### src/rtl/step_scheduler.sv
`timescale 1ns/1ps
// step_scheduler
// Front-end controller for the counter datapath. Two raw push-buttons are
// synchronised and debounced into one-cycle press events, which drive a mode
// FSM issuing single-cycle step pulses (manual, free-running auto, or burst).
//
// Ports:
//   clk        in   system clock, rising edge
//   reset      in   asynchronous active-low reset
//   btn_step   in   raw step button (asynchronous, may bounce)
//   btn_mode   in   raw mode button (asynchronous, may bounce)
//   step_pulse out  one-cycle clock enable to the counter datapath
//   mode       out  00 MANUAL, 01 AUTO, 10 BURST
//   paused     out  AUTO mode is paused
//   burst_busy out  burst in progress
//   step_count out  step pulses issued, modulo 8
module step_scheduler #(
    parameter int unsigned DEBOUNCE_CYCLES = 16,
    parameter int unsigned AUTO_PERIOD     = 8,
    parameter int unsigned BURST_LEN       = 5
) (
    input  logic       clk,
    input  logic       reset,
    input  logic       btn_step,
    input  logic       btn_mode,
    output logic       step_pulse,
    output logic [1:0] mode,
    output logic       paused,
    output logic       burst_busy,
    output logic [2:0] step_count
);

    localparam int unsigned DB_W = $clog2(DEBOUNCE_CYCLES);
    localparam int unsigned TM_W = $clog2(AUTO_PERIOD);
    localparam logic [DB_W-1:0] DB_MAX = DB_W'(DEBOUNCE_CYCLES - 1);
    localparam logic [TM_W-1:0] TM_MAX = TM_W'(AUTO_PERIOD - 1);
    localparam logic [3:0]      BL_MAX = 4'(BURST_LEN);

    typedef enum logic [1:0] {
        MODE_MANUAL  = 2'b00,
        MODE_AUTO    = 2'b01,
        MODE_BURST   = 2'b10,
        MODE_ILLEGAL = 2'b11
    } mode_t;

    // Bit 0 carries the step button, bit 1 the mode button.
    logic [1:0]      sync1_r;
    logic [1:0]      sync2_r;
    logic [1:0]      deb_r;
    logic [1:0]      deb_d_r;
    logic [1:0]      press_r;
    logic [DB_W-1:0] dcnt_r [2];

    mode_t           mode_r;
    logic [TM_W-1:0] timer_r;
    logic [3:0]      bcnt_r;
    logic            paused_r;
    logic            busy_r;
    logic            pulse_r;
    logic [2:0]      count_r;

    logic            press_step_s;
    logic            press_mode_s;

    function automatic mode_t next_mode(input mode_t cur);
        mode_t nxt;
        case (cur)
            MODE_MANUAL: nxt = MODE_AUTO;
            MODE_AUTO:   nxt = MODE_BURST;
            default:     nxt = MODE_MANUAL;
        endcase
        return nxt;
    endfunction

    assign press_step_s = press_r[0];
    assign press_mode_s = press_r[1];

    // Synchronise, debounce and edge-detect both buttons.
    always_ff @(posedge clk or negedge reset) begin
        if (!reset) begin
            sync1_r <= 2'b00;
            sync2_r <= 2'b00;
            deb_r   <= 2'b00;
            deb_d_r <= 2'b00;
            press_r <= 2'b00;
            for (int i = 0; i < 2; i++) begin
                dcnt_r[i] <= '0;
            end
        end else begin
            sync1_r <= {btn_mode, btn_step};
            sync2_r <= sync1_r;
            deb_d_r <= deb_r;
            // Press is one cycle after the debounced level rises; releases are silent.
            press_r <= deb_r & ~deb_d_r;
            for (int i = 0; i < 2; i++) begin
                if (sync2_r[i] == deb_r[i]) begin
                    dcnt_r[i] <= '0;
                end else if (dcnt_r[i] == DB_MAX) begin
                    deb_r[i]  <= sync2_r[i];
                    dcnt_r[i] <= '0;
                end else begin
                    dcnt_r[i] <= dcnt_r[i] + DB_W'(1);
                end
            end
        end
    end

    // Mode FSM, auto timer, burst sequencing, step pulse and step counter.
    always_ff @(posedge clk or negedge reset) begin
        if (!reset) begin
            mode_r   <= MODE_MANUAL;
            timer_r  <= '0;
            bcnt_r   <= 4'd0;
            paused_r <= 1'b0;
            busy_r   <= 1'b0;
            pulse_r  <= 1'b0;
            count_r  <= 3'd0;
        end else begin
            if (pulse_r) begin
                count_r <= count_r + 3'd1;
            end
            // A mode press pre-empts everything, including a same-cycle step press.
            if (press_mode_s) begin
                mode_r   <= next_mode(mode_r);
                timer_r  <= '0;
                bcnt_r   <= 4'd0;
                paused_r <= 1'b0;
                busy_r   <= 1'b0;
                pulse_r  <= 1'b0;
            end else begin
                case (mode_r)
                    MODE_MANUAL: begin
                        pulse_r <= press_step_s;
                    end
                    MODE_AUTO: begin
                        if (press_step_s) begin
                            paused_r <= ~paused_r;
                        end
                        // The toggle edge itself still runs on the old paused value.
                        if (paused_r) begin
                            pulse_r <= 1'b0;
                        end else if (timer_r == TM_MAX) begin
                            timer_r <= '0;
                            pulse_r <= 1'b1;
                        end else begin
                            timer_r <= timer_r + TM_W'(1);
                            pulse_r <= 1'b0;
                        end
                    end
                    MODE_BURST: begin
                        if (!busy_r) begin
                            if (press_step_s) begin
                                busy_r  <= 1'b1;
                                bcnt_r  <= 4'd1;
                                timer_r <= '0;
                                pulse_r <= 1'b1;
                            end else begin
                                pulse_r <= 1'b0;
                            end
                        end else if (bcnt_r == BL_MAX) begin
                            // Last pulse was issued the previous cycle.
                            busy_r  <= 1'b0;
                            bcnt_r  <= 4'd0;
                            timer_r <= '0;
                            pulse_r <= 1'b0;
                        end else if (timer_r == TM_MAX) begin
                            timer_r <= '0;
                            bcnt_r  <= bcnt_r + 4'd1;
                            pulse_r <= 1'b1;
                        end else begin
                            timer_r <= timer_r + TM_W'(1);
                            pulse_r <= 1'b0;
                        end
                    end
                    default: begin
                        mode_r   <= MODE_MANUAL;
                        timer_r  <= '0;
                        bcnt_r   <= 4'd0;
                        paused_r <= 1'b0;
                        busy_r   <= 1'b0;
                        pulse_r  <= 1'b0;
                    end
                endcase
            end
        end
    end

    assign step_pulse = pulse_r;
    assign mode       = mode_r;
    assign paused     = paused_r;
    assign burst_busy = busy_r;
    assign step_count = count_r;

endmodule

### config.mk
export PLATFORM = sky130hd
export DESIGN_NAME = step_scheduler
export DESIGN_NICKNAME = d
export VERILOG_FILES = /design/src/rtl/step_scheduler.sv
export SDC_FILE = /design/constraint.sdc
export NUM_CORES = 1
export LEC_CHECK = 0
export BUFFER_PORTS_ARGS = -buffer_cell sky130_fd_sc_hd__buf_4
export CORE_ASPECT_RATIO = 0.7
export CORE_MARGIN = 4
export CORE_UTILIZATION = 45
export CTS_CLUSTER_DIAMETER = 150
export CTS_CLUSTER_SIZE = 16
export DETAILED_ROUTE_END_ITERATION = 10
export SLEW_MARGIN = 10
export SYNTH_ARGS = -nofsm -noshare
export SYNTH_HDL_FRONTEND = slang
export SYNTH_SLANG_ARGS = --single-unit
### constraint.sdc
create_clock -name clk -period 2.5 [get_ports clk]
set_input_delay 0.5 -clock clk [delete_from_list [all_inputs] [get_ports clk]]
set_output_delay 0.5 -clock clk [all_outputs]
set_load 0.1 [all_outputs]
==> results of run 1 <==
## worst max-delay path: stages (launching register included)
cell	delay (ns)
dfrtp_1	0.44
inv_1	0.14
ha_1	0.27
nor4b_2	0.42
nor2_1	0.10
a32o_1	0.26
## area by class of cell
| type | instances | area [µm²] | share of cell area (%) |
|---|---|---|---|
| Sequential cell | 33 | 826 | 44.9 |
| Multi-Input combinational cell | 95 | 737 | 40.1 |
| Timing Repair Buffer | 11 | 82.6 | 4.49 |
| Clock buffer | 5 | 68.8 | 3.74 |
| Tap cell | 47 | 58.8 | 3.20 |
| Clock inverter | 2 | 35.0 | 1.91 |
| Inverter | 8 | 30.0 | 1.63 |
## worst paths after layout
| path | endpoint | slack (ns) | depth (start not counted) |
|---|---|---|---|
| max | bcnt_r[0] | 0.77 | 5 |
| min | bcnt_r[2] | 0.14 | 1 |
| max reg2reg | bcnt_r[0] | 0.77 | 5 |
| min reg2reg | sync2_r[1] | 0.35 | 0 |
| max in group asynchronous | sync1_r[1] | 2.05 | 1 |
| min in group clk | sync1_r[1] | 0.33 | 1 |
## power breakdown
group	switching (mW)	total, mW	internal, mW
Clock	0.183	0.472	0.289
Combinational	0.0293	0.0464	0.0171
Sequential	0.0109	0.557	0.546
Total	0.223	1.08	0.852
## routing by layer
| layer | global-route usage (%) | part of all wire (%) |
|---|---|---|
| met1 | 17.9 | 48 |
| met2 | 21.2 | 45 |
| met3 | 7.30 | 5.0 |
| met4 | 5.15 | 1.6 |
| met5 | 0 | 0 |
## kinds of logic after synthesis
kind of cell	Yosys count	synth area share, %
buf+inv	11	3.10
xor+xnor	6	3.26
mux	3	2.09
compound gates	36	15.9
simple gates	37	14.4
flops	33	51.2
fa+ha+maj	13	10.1
## per-stage QoR
| step | setup slack, ns | std cells |
|---|---|---|
| 2_1_floorplan | 0.218 | 139 |
| 3_3_place_gp | 0.877 | 194 |
| 3_5_place_dp | 0.818 | 194 |
| 4_1_cts | 0.785 | 201 |
| 5_1_grt | 0.623 | 201 |
| 6_report | 0.769 | 201 |
## cell usage in the layout, fill, tap and decap left out, drive strengths merged, types with 2 or more instances in the layout
master,synthesis,routed
a21oi,6,6
a31oi,2,2
buf,2,11
clkbuf,1,5
dfrtp,33,33
ha,13,13
inv,8,8
mux2,3,3
nand2,4,4
nand3,4,4
nand4,3,3
nand4b,3,3
nor2,6,6
nor2b,8,8
nor3b,2,2
o2111ai,4,4
o211ai,4,4
o21a,2,2
o21ai,7,7
o2bb2ai,3,3
o31ai,2,2
or2,2,2
xnor2,5,5
## state kept, by name (all words and copies together) (netlist names), 2 cells and up
signal / flops
dcnt_r: 8
bcnt_r: 4
step_count: 3
timer_r: 3
deb_d_r: 2
deb_r: 2
mode: 2
press_r: 2
sync1_r: 2
sync2_r: 2
==> reports/qor.csv, run 1 <==
metric;value;unit
vias_per_cell;5.45;
fillers;289;
clock_path_buffers;2;
nets;171;
ys_seq_elements;33;
critPathLaunchType;flop;
cts.htree.levels;2;
io_buffers;11;
postSynthCellCount;139;
syn_avg_cell_area;11.6;µm²
synth_top_cells_by_area;dfrtp_1 51%, ha_1 10%, nor2b_1 3.1%;
layout-drive-gt1-share;18.2;%
ys_seq_area_share;51.2;%
synthTopCellsByCount;33 x dfrtp_1, 13 x ha_1, 8 x inv_1, 8 x nor2b_1;
grt_usage;14.3;%
post_cts_resized;0;
p_leak;0.832;nW
antenna_found_initial;0;
tritoncts;yes;
max_freq;0.578;GHz
end_kind;flop;
yosysMostFrequentCell;dfrtp_1;
synth-edff-count;0;
synth_cell_types;37;
synthArstFlopShare;100;%
finalHoldViolations;0;
grt_pass1_vias;1078;
ant_nets;0;
vias;1096;
drt-pass1-iter-count;5;
crit_fanout;6;
power_density;585;mW/mm²
hold_buffers;0;
worstMarginPinSlew;0.568;ns
final_cell_area;0.00184;mm²
syn_to_final_growth;14.0;%
cts.root.buffer_cell;clkbuf_8;
slew_violations;0;
reg2reg_from;mode[0];
power.total;1.08;mW
skew;0.00901;ns
fin_util;55.7;%
relSlewSlack;62.1;%
dieArea;0.00462;mm²
ios;12;
arrival;1.91;ns
cts.clk_slew.worst_paths;0.07;ns
hold_class;input pin to asynchronous set/reset pin;
fin_crit_sh;69.3;%
whs;0.140;ns
cts.sinks;33;
cap_violations;0;
timing.final.crit_period;1.73;ns
yosys.area.top_type;dfrtp_1;
dp_hpwl;2030;µm
cts_made_buffers;5;
fp.dieW;79.6;µm
start_util;48.9;%
synth_top_area_share;51.2;%
status;completed;
syn-cell-area;0.00161;mm²
yosys_warnings;0;
peakVddDrop;0.329;mV
fin_setup_tns;0;ns
crit_required;2.68;ns
clock_latency;0.28;ns
die_h;58.1;µm
setup_violations;0;
synth_nets;156;
wl_per_cell;14.1;µm
post_cts_buffers;0;
antenna_cells;0;
rsz0062_at_grt;false;
place_congestion;0.860;
synth_flop_cell;dfrtp_1;
routed_wl;2840;µm
core_area;0.00330;mm²
grt_pass1_wl;4930;µm
grt-ovfl-total;0;
drtIter0Drc;73;
drc;0;
critPathKind;flop to flop;
place_area;0.00173;mm²
grt_max_degree;34;
row_count;17;
startpoint;mode[0];
No activity file was read; power rests on OpenSTA's default activity.
==> run 2, diff against run 1 <==
==> constraint.sdc (replaced) <==
create_clock -name clk -period 1.4 [get_ports clk]
set_input_delay 0.28 -clock clk [delete_from_list [all_inputs] [get_ports clk]]
set_output_delay 0.28 -clock clk [all_outputs]
set_load 0.1 [all_outputs]
==> run 2 against run 1 <==
  * Clock power up 40%
  * Critical path type unchanged
  * Cell count rose by 15%
  * Count of clock-buffer cells in the layout increased by 1
  * Worst setup slack worse by 0.95 ns
  * Sequential share of layout area shrank 7.4 points
  * Clock skew rose by 0.0011 ns
  * Register-to-register slack got worse by 0.95 ns
  * Largest cell class is now multi-input combinational cells
  * The run now ends with setup timing left
==> reports/qor.csv, run 2 (synthesized netlist as in run 1, its figures left out) <==
metric;value;unit;change
cts_made_buffers;5;;unchanged
peakVddDrop;0.575;mV;was 0.329 mV
critPathLaunchType;flop;;unchanged
critPathKind;flop to flop;;unchanged
reg_top3;dcnt_r x8, bcnt_r x4;;unchanged
largest_register;dcnt_r;;unchanged
timing.final.crit_period;1.58;ns;was 1.73 ns
path_cells;inv_4 -> ha_4 -> or4b_4 -> o21ai_4 -> o2bb2ai_2;;was inv_1 -> ha_1 -> nor4b_2 -> nor2_1 -> a32o_1
status;finished, violations left;;was completed
p_sw;0.394;mW;was 0.223 mW
cpMaxStageDelayCell;or4b_4;;was dfrtp_1
finalHoldViolations;0;;unchanged
cp.buffers_inverters;1;;unchanged
final_common_cell;buf_4;;was dfrtp_1
clock_path_buffers;2;;unchanged
fin_crit_sh;113;%;was 69.3%
cap_violations;0;;unchanged
skew;0.0101;ns;was 0.00901 ns
grt_pass1_wl;5730;µm;was 4930 µm
relSlewSlack;73.1;%;was 62.1%
fin_util;68.1;%;was 55.7%
tritoncts;yes;;unchanged
io_buffers;11;;unchanged
layout-drive-gt1-share;43.5;%;was 18.2%
clock_power_share;37.6;%;was 43.9%
cts.clk_slew.worst_paths;0.07;ns;about the same
failed_checks;setup timing;;
worstMarginPinSlew;0.404;ns;was 0.568 ns
power_density;783;mW/mm²;was 585 mW/mm²
max_freq;0.633;GHz;was 0.578 GHz
drt-pass1-iter-count;4;;was 5
cts.root.buffer_cell;clkbuf_8;;unchanged
switching_share;22.5;%;was 20.8%
start_util;48.9;%;unchanged
grt_max_degree;34;;unchanged
die_h;58.1;µm;unchanged
crit_required;1.60;ns;was 2.68 ns
fp.dieW;79.6;µm;unchanged
crit_fanout;5;;was 6
drtIter0Drc;84;;was 73
drc;0;;unchanged
dp_hpwl;2310;µm;was 2030 µm
ios;12;;unchanged
place_congestion;0.786;;was 0.860
setup_ws;-0.181;ns;was 0.769 ns
cts.sinks;33;;unchanged
layout_common_cells;34 x buf_4, 26 x dfrtp_1, 8 x ha_1;;was 33 x dfrtp_1, 13 x ha_1, 11 x buf_4
grt_usage;15.8;%;was 14.3%
grt-ovfl-total;0;;unchanged
antenna_cells;0;;unchanged
dieArea;0.00462;mm²;unchanged
vias;1217;;was 1096
setup_violations;7;;was 0
core_area;0.00330;mm²;unchanged
slew_violations;0;;unchanged
p_leak;0.973;nW;was 0.832 nW
syn_to_final_growth;39.2;%;was 14.0%
antenna_found_initial;0;;unchanged
power.total;1.76;mW;was 1.08 mW
largest_reg_flops;8;;unchanged
row_count;17;;unchanged
routed_wl;3360;µm;was 2840 µm
cts.htree.levels;2;;unchanged
arrival;1.78;ns;was 1.91 ns
grt_pass1_vias;1268;;was 1078
cp_top_family;simple AND/OR/NAND/NOR gates;;unchanged
nets;200;;was 171
end_kind;flop;;unchanged
internal_power;1.36;mW;was 0.852 mW
clock_latency;0.28;ns;about the same
rsz0062_at_grt;true;;was false
max_stage_delay;0.51;ns;was 0.44 ns
vias_per_cell;5.27;;was 5.45
pwr-share-seq;56.6;%;was 51.8%
hold_class;input pin to flop;;was input pin to asynchronous set/reset pin
ant_nets;0;;unchanged
combPwrFrac;5.8;%;was 4.3%
wl_per_cell;14.6;µm;was 14.1 µm
## run 2: worst paths after layout
check	startpoint	end	slack, ns	cells after the start
setup / recovery	mode[0]	timer_r[2]	-0.18	5
min in group asynchronous	reset	dcnt_r[7]	0.47	2
setup reg to reg	mode[0]	timer_r[2]	-0.18	5
hold reg to reg	sync1_r[0]	sync2_r[0]	0.34	0
max in group asynchronous	reset	burst_busy	0.59	2
hold / removal	btn_step	sync1_r[0]	0.11	1
## run 2: layout make-up
cell class	instances	area, µm²
fillers	227	1050
multi-input cells	95	887
flip-flops and latches	33	842
repair buffers	40	339
clock buffers	6	72.6
well taps	47	58.8
inverters	8	35.0
clock inverters	2	10.0
## run 2: through the flow
stage | cells | area (µm²) | setup WS, ns | hold slack (ns) | TNS, ns
after floorplan | 139 | 1700 | -0.293 | -0.0156 | -1.41
after global placement | 213 | 1960 | -0.140 | 0.243 | -0.710
after detailed placement | 213 | 1960 | -0.183 | 0.243 | -0.945
after CTS | 229 | 2180 | -0.159 | 0.102 | -0.895
after global routing | 231 | 2240 | -0.243 | 0.0965 | -1.55
final | 231 | 2240 | -0.181 | 0.112 | -0.965
## run 2: worst reg2reg max path: cells and delay by family (launching register included)
family | cells | cell delay (ns)
AOI/OAI and AO/OA | 2 | 0.24
and+or+nand+nor | 1 | 0.51
buffers and inverters | 1 | 0.10
adders and majority gates | 1 | 0.16
DFF | 1 | 0.50
## run 2: power by group through the flow
stage | sequential [mW] | combinational, mW | clock (mW)
floorplan | 1.02 | 0.0423 | 0
global placement | 1.01 | 0.0906 | 0
detailed placement | 1.01 | 0.0928 | 0
CTS | 0.994 | 0.100 | 0.683
global route | 0.996 | 0.115 | 0.726
finish | 0.994 | 0.102 | 0.661
## run 2: metal layers
layer / track usage, % / routed length [µm] / vias to the layer above
li1: - / - / 594
met1: 20.4 / 1600 / 590
met2: 25.8 / 1590 / 24
met3: 4.35 / 122 / 9
met4: 5.15 / 55 / 0
met5: 0 / 0 / -
## run 2: repair_timing
action,CTS,global route
pin swaps,8,6
setup endpoints to repair,9,11
hold buffers,1,0
buffers inserted,7,2
resized for setup,16,9
endpoints found under the hold margin,33,0
==> run 3, diff against run 2 <==
--- a/config.mk
+++ b/config.mk
@@ -7,11 +7,11 @@
 export LEC_CHECK = 0
 export BUFFER_PORTS_ARGS = -buffer_cell sky130_fd_sc_hd__buf_4
 export CORE_ASPECT_RATIO = 0.7
-export CORE_MARGIN = 4
 export CORE_UTILIZATION = 45
 export CTS_CLUSTER_DIAMETER = 150
 export CTS_CLUSTER_SIZE = 16
 export DETAILED_ROUTE_END_ITERATION = 10
+export MAX_ROUTING_LAYER = met4
 export SLEW_MARGIN = 10
 export SYNTH_ARGS = -nofsm -noshare
 export SYNTH_HDL_FRONTEND = slang
==> run 3 against run 2 <==
  * Sequential share of layout area fell by 0.94 points
  * Largest cell class unchanged
  * Via count up 4.6%
  * Clock power grew 11%
  * Highest routed layer unchanged
  * Largest power group unchanged
  * Critical endpoint is now timer_r[0]
  * Total power up 4.0%
  * Worst hold slack got worse by 0.020 ns
  * Critical path type unchanged
  * First-iteration DRC count down 62%
  * Count of clock-buffer cells in the layout grew 2
  * Wire length grew 8.5%
  * Global-route usage rose by 6.2 points
  * Cell area rose by 2.6%
  * Die area down 17%
  * The flow still finishes with violations (setup timing)
==> reports/qor.csv, run 3 (synthesized netlist as in run 1, its figures left out) <==
metric;value;unit;change
status;finished, violations left;;unchanged
failed_checks;setup timing;;unchanged
cpMaxStageDelayCell;or4b_4;;unchanged
end_kind;flop;;unchanged
place_area;0.00199;mm²;was 0.00196 mm²
skew;0.0105;ns;was 0.0101 ns
largest_register;dcnt_r;;unchanged
hold_class;input pin to flop;;unchanged
drt-pass1-iter-count;4;;unchanged
syn_to_final_growth;42.7;%;was 39.2%
start_util;49.2;%;was 48.9%
largest_reg_flops;8;;unchanged
core_area;0.00328;mm²;was 0.00330 mm²
ios;12;;unchanged
whs;0.0922;ns;was 0.112 ns
wl_per_cell;15.5;µm;was 14.6 µm
cp_top_family;simple AND/OR/NAND/NOR gates;;unchanged
reg_top3;dcnt_r x8, bcnt_r x4;;unchanged
max_stage_delay;0.53;ns;was 0.51 ns
dieArea;0.00383;mm²;was 0.00462 mm²
io_buffers;11;;unchanged
fin_crit_sh;115;%;was 113%
drc;0;;unchanged
fillers;250;;was 227
grt-ovfl-total;0;;unchanged
dp_hpwl;2400;µm;was 2310 µm
critPathKind;flop to flop;;unchanged
cts.sinks;33;;unchanged
rsz0062_at_grt;true;;unchanged
grt_pass1_wl;5850;µm;was 5730 µm
cap_violations;0;;unchanged
slew_violations;0;;unchanged
clock_latency;0.29;ns;was 0.28 ns
die_h;52.1;µm;was 58.1 µm
worstMarginPinSlew;0.403;ns;was 0.404 ns
peakVddDrop;0.640;mV;was 0.575 mV
power_density;794;mW/mm²;was 783 mW/mm²
tritoncts;yes;;unchanged
row_count;17;;unchanged
setup_ws;-0.205;ns;was -0.181 ns
arrival;1.77;ns;was 1.78 ns
layout-drive-gt1-share;45.7;%;was 43.5%
vias_per_cell;5.42;;was 5.27
cts.root.buffer_cell;clkbuf_8;;unchanged
cts_made_buffers;5;;unchanged
clock_path_buffers;2;;unchanged
grt_max_degree;34;;unchanged
vias;1273;;was 1217
crit_fanout;4;;was 5
antenna_cells;0;;unchanged
setup_violations;8;;was 7
grt_pass1_vias;1295;;was 1268
path_cells;inv_6 -> ha_4 -> or4b_4 -> o2111ai_2 -> o2bb2ai_1;;was inv_4 -> ha_4 -> or4b_4 -> o21ai_4 -> o2bb2ai_2
cts.htree.levels;2;;unchanged
final_common_cell;buf_4;;unchanged
fp.dieW;73.6;µm;was 79.6 µm
nets;204;;was 200
ant_nets;0;;unchanged
p_leak;1.00;nW;was 0.973 nW
place_congestion;0.865;;was 0.786
antenna_found_initial;0;;unchanged
max_freq;0.623;GHz;was 0.633 GHz
final_cell_area;0.00230;mm²;was 0.00224 mm²
timing.final.crit_period;1.61;ns;was 1.58 ns
layout_common_cells;36 x buf_4, 26 x dfrtp_1, 7 x nor2b_1, 7 x ha_1;;was 34 x buf_4, 26 x dfrtp_1, 8 x ha_1
drtIter0Drc;32;;was 84
routed_wl;3650;µm;was 3360 µm
relSlewSlack;73.1;%;about the same
cp.buffers_inverters;1;;unchanged
critPathLaunchType;flop;;unchanged
grt_usage;22.0;%;was 15.8%
cts.clk_slew.worst_paths;0.07;ns;about the same
finalHoldViolations;0;;unchanged
crit_required;1.57;ns;was 1.60 ns
==> run 3: worst register-to-register path: cells and delay by family, from the launching register on <==
kind	cells	cell delay [ns]
simple gates	1	0.53
flops	1	0.51
buf+inv	1	0.09
fa+ha+maj	1	0.14
compound gates	2	0.22
==> run 3: metal layers <==
layer / wire (µm) / vias to the layer above / GRT usage [%] / part of all wire (%)
li1: - / 605 / - / -
met1: 1600 / 615 / 24.8 / 44
met2: 1730 / 37 / 36.9 / 47
met3: 207 / 16 / 7.95 / 5.7
met4: 112 / 0 / 7.37 / 3.1
met5: 0 / - / - / 0
==> run 3: cell type report <==
type	count	area (µm²)	area share, %
tap	47	58.8	2.55
timing repair buffer	44	380	16.5
sequential	33	842	36.6
clock buffer	8	90.1	3.91
multi-input combinational	95	893	38.8
inverter	8	37.5	1.63
==> run 3: path summary, 6_finish.rpt <==
path                              endpoint  slack, ns  depth (start not counted)  startpoint
worst min register to register  sync2_r[0]       0.35                          0  sync1_r[0]
worst max-delay path            timer_r[0]      -0.21                          5     mode[0]
min in group asynchronous          mode[1]       0.47                          2       reset
worst min-delay path            sync1_r[1]       0.09                          1    btn_mode
worst max register to register  timer_r[0]      -0.21                          5     mode[0]
max in group asynchronous       burst_busy       0.61                          2       reset
==> run 3: through the flow <==
step	std cells	setup TNS (ns)	utilization, %	power (mW)	setup WS [ns]
global route	235	-1.41	70.3	1.91	-0.236
floorplan	139	-1.41	-	1.06	-0.293
CTS	235	-0.810	69.0	1.85	-0.176
global placement	217	-0.707	60.9	1.10	-0.136
detailed placement	217	-1.02	60.9	1.11	-0.180
finish	235	-0.952	70.3	1.83	-0.205
==> run 3: repair_timing <==
item	4_1_cts	5_1_grt
gates resized for setup	23	9
setup buffers	9	1
pin swaps	12	10
hold buffers	1	0
setup endpoints to repair	10	10
hold endpoints to repair	33	0
==> run 3: report_power, final <==
part | internal (mW) | switching [mW] | total, mW
Clock | 0.400 | 0.331 | 0.732
Sequential | 0.976 | 0.0187 | 0.994
Combinational | 0.0430 | 0.0587 | 0.102
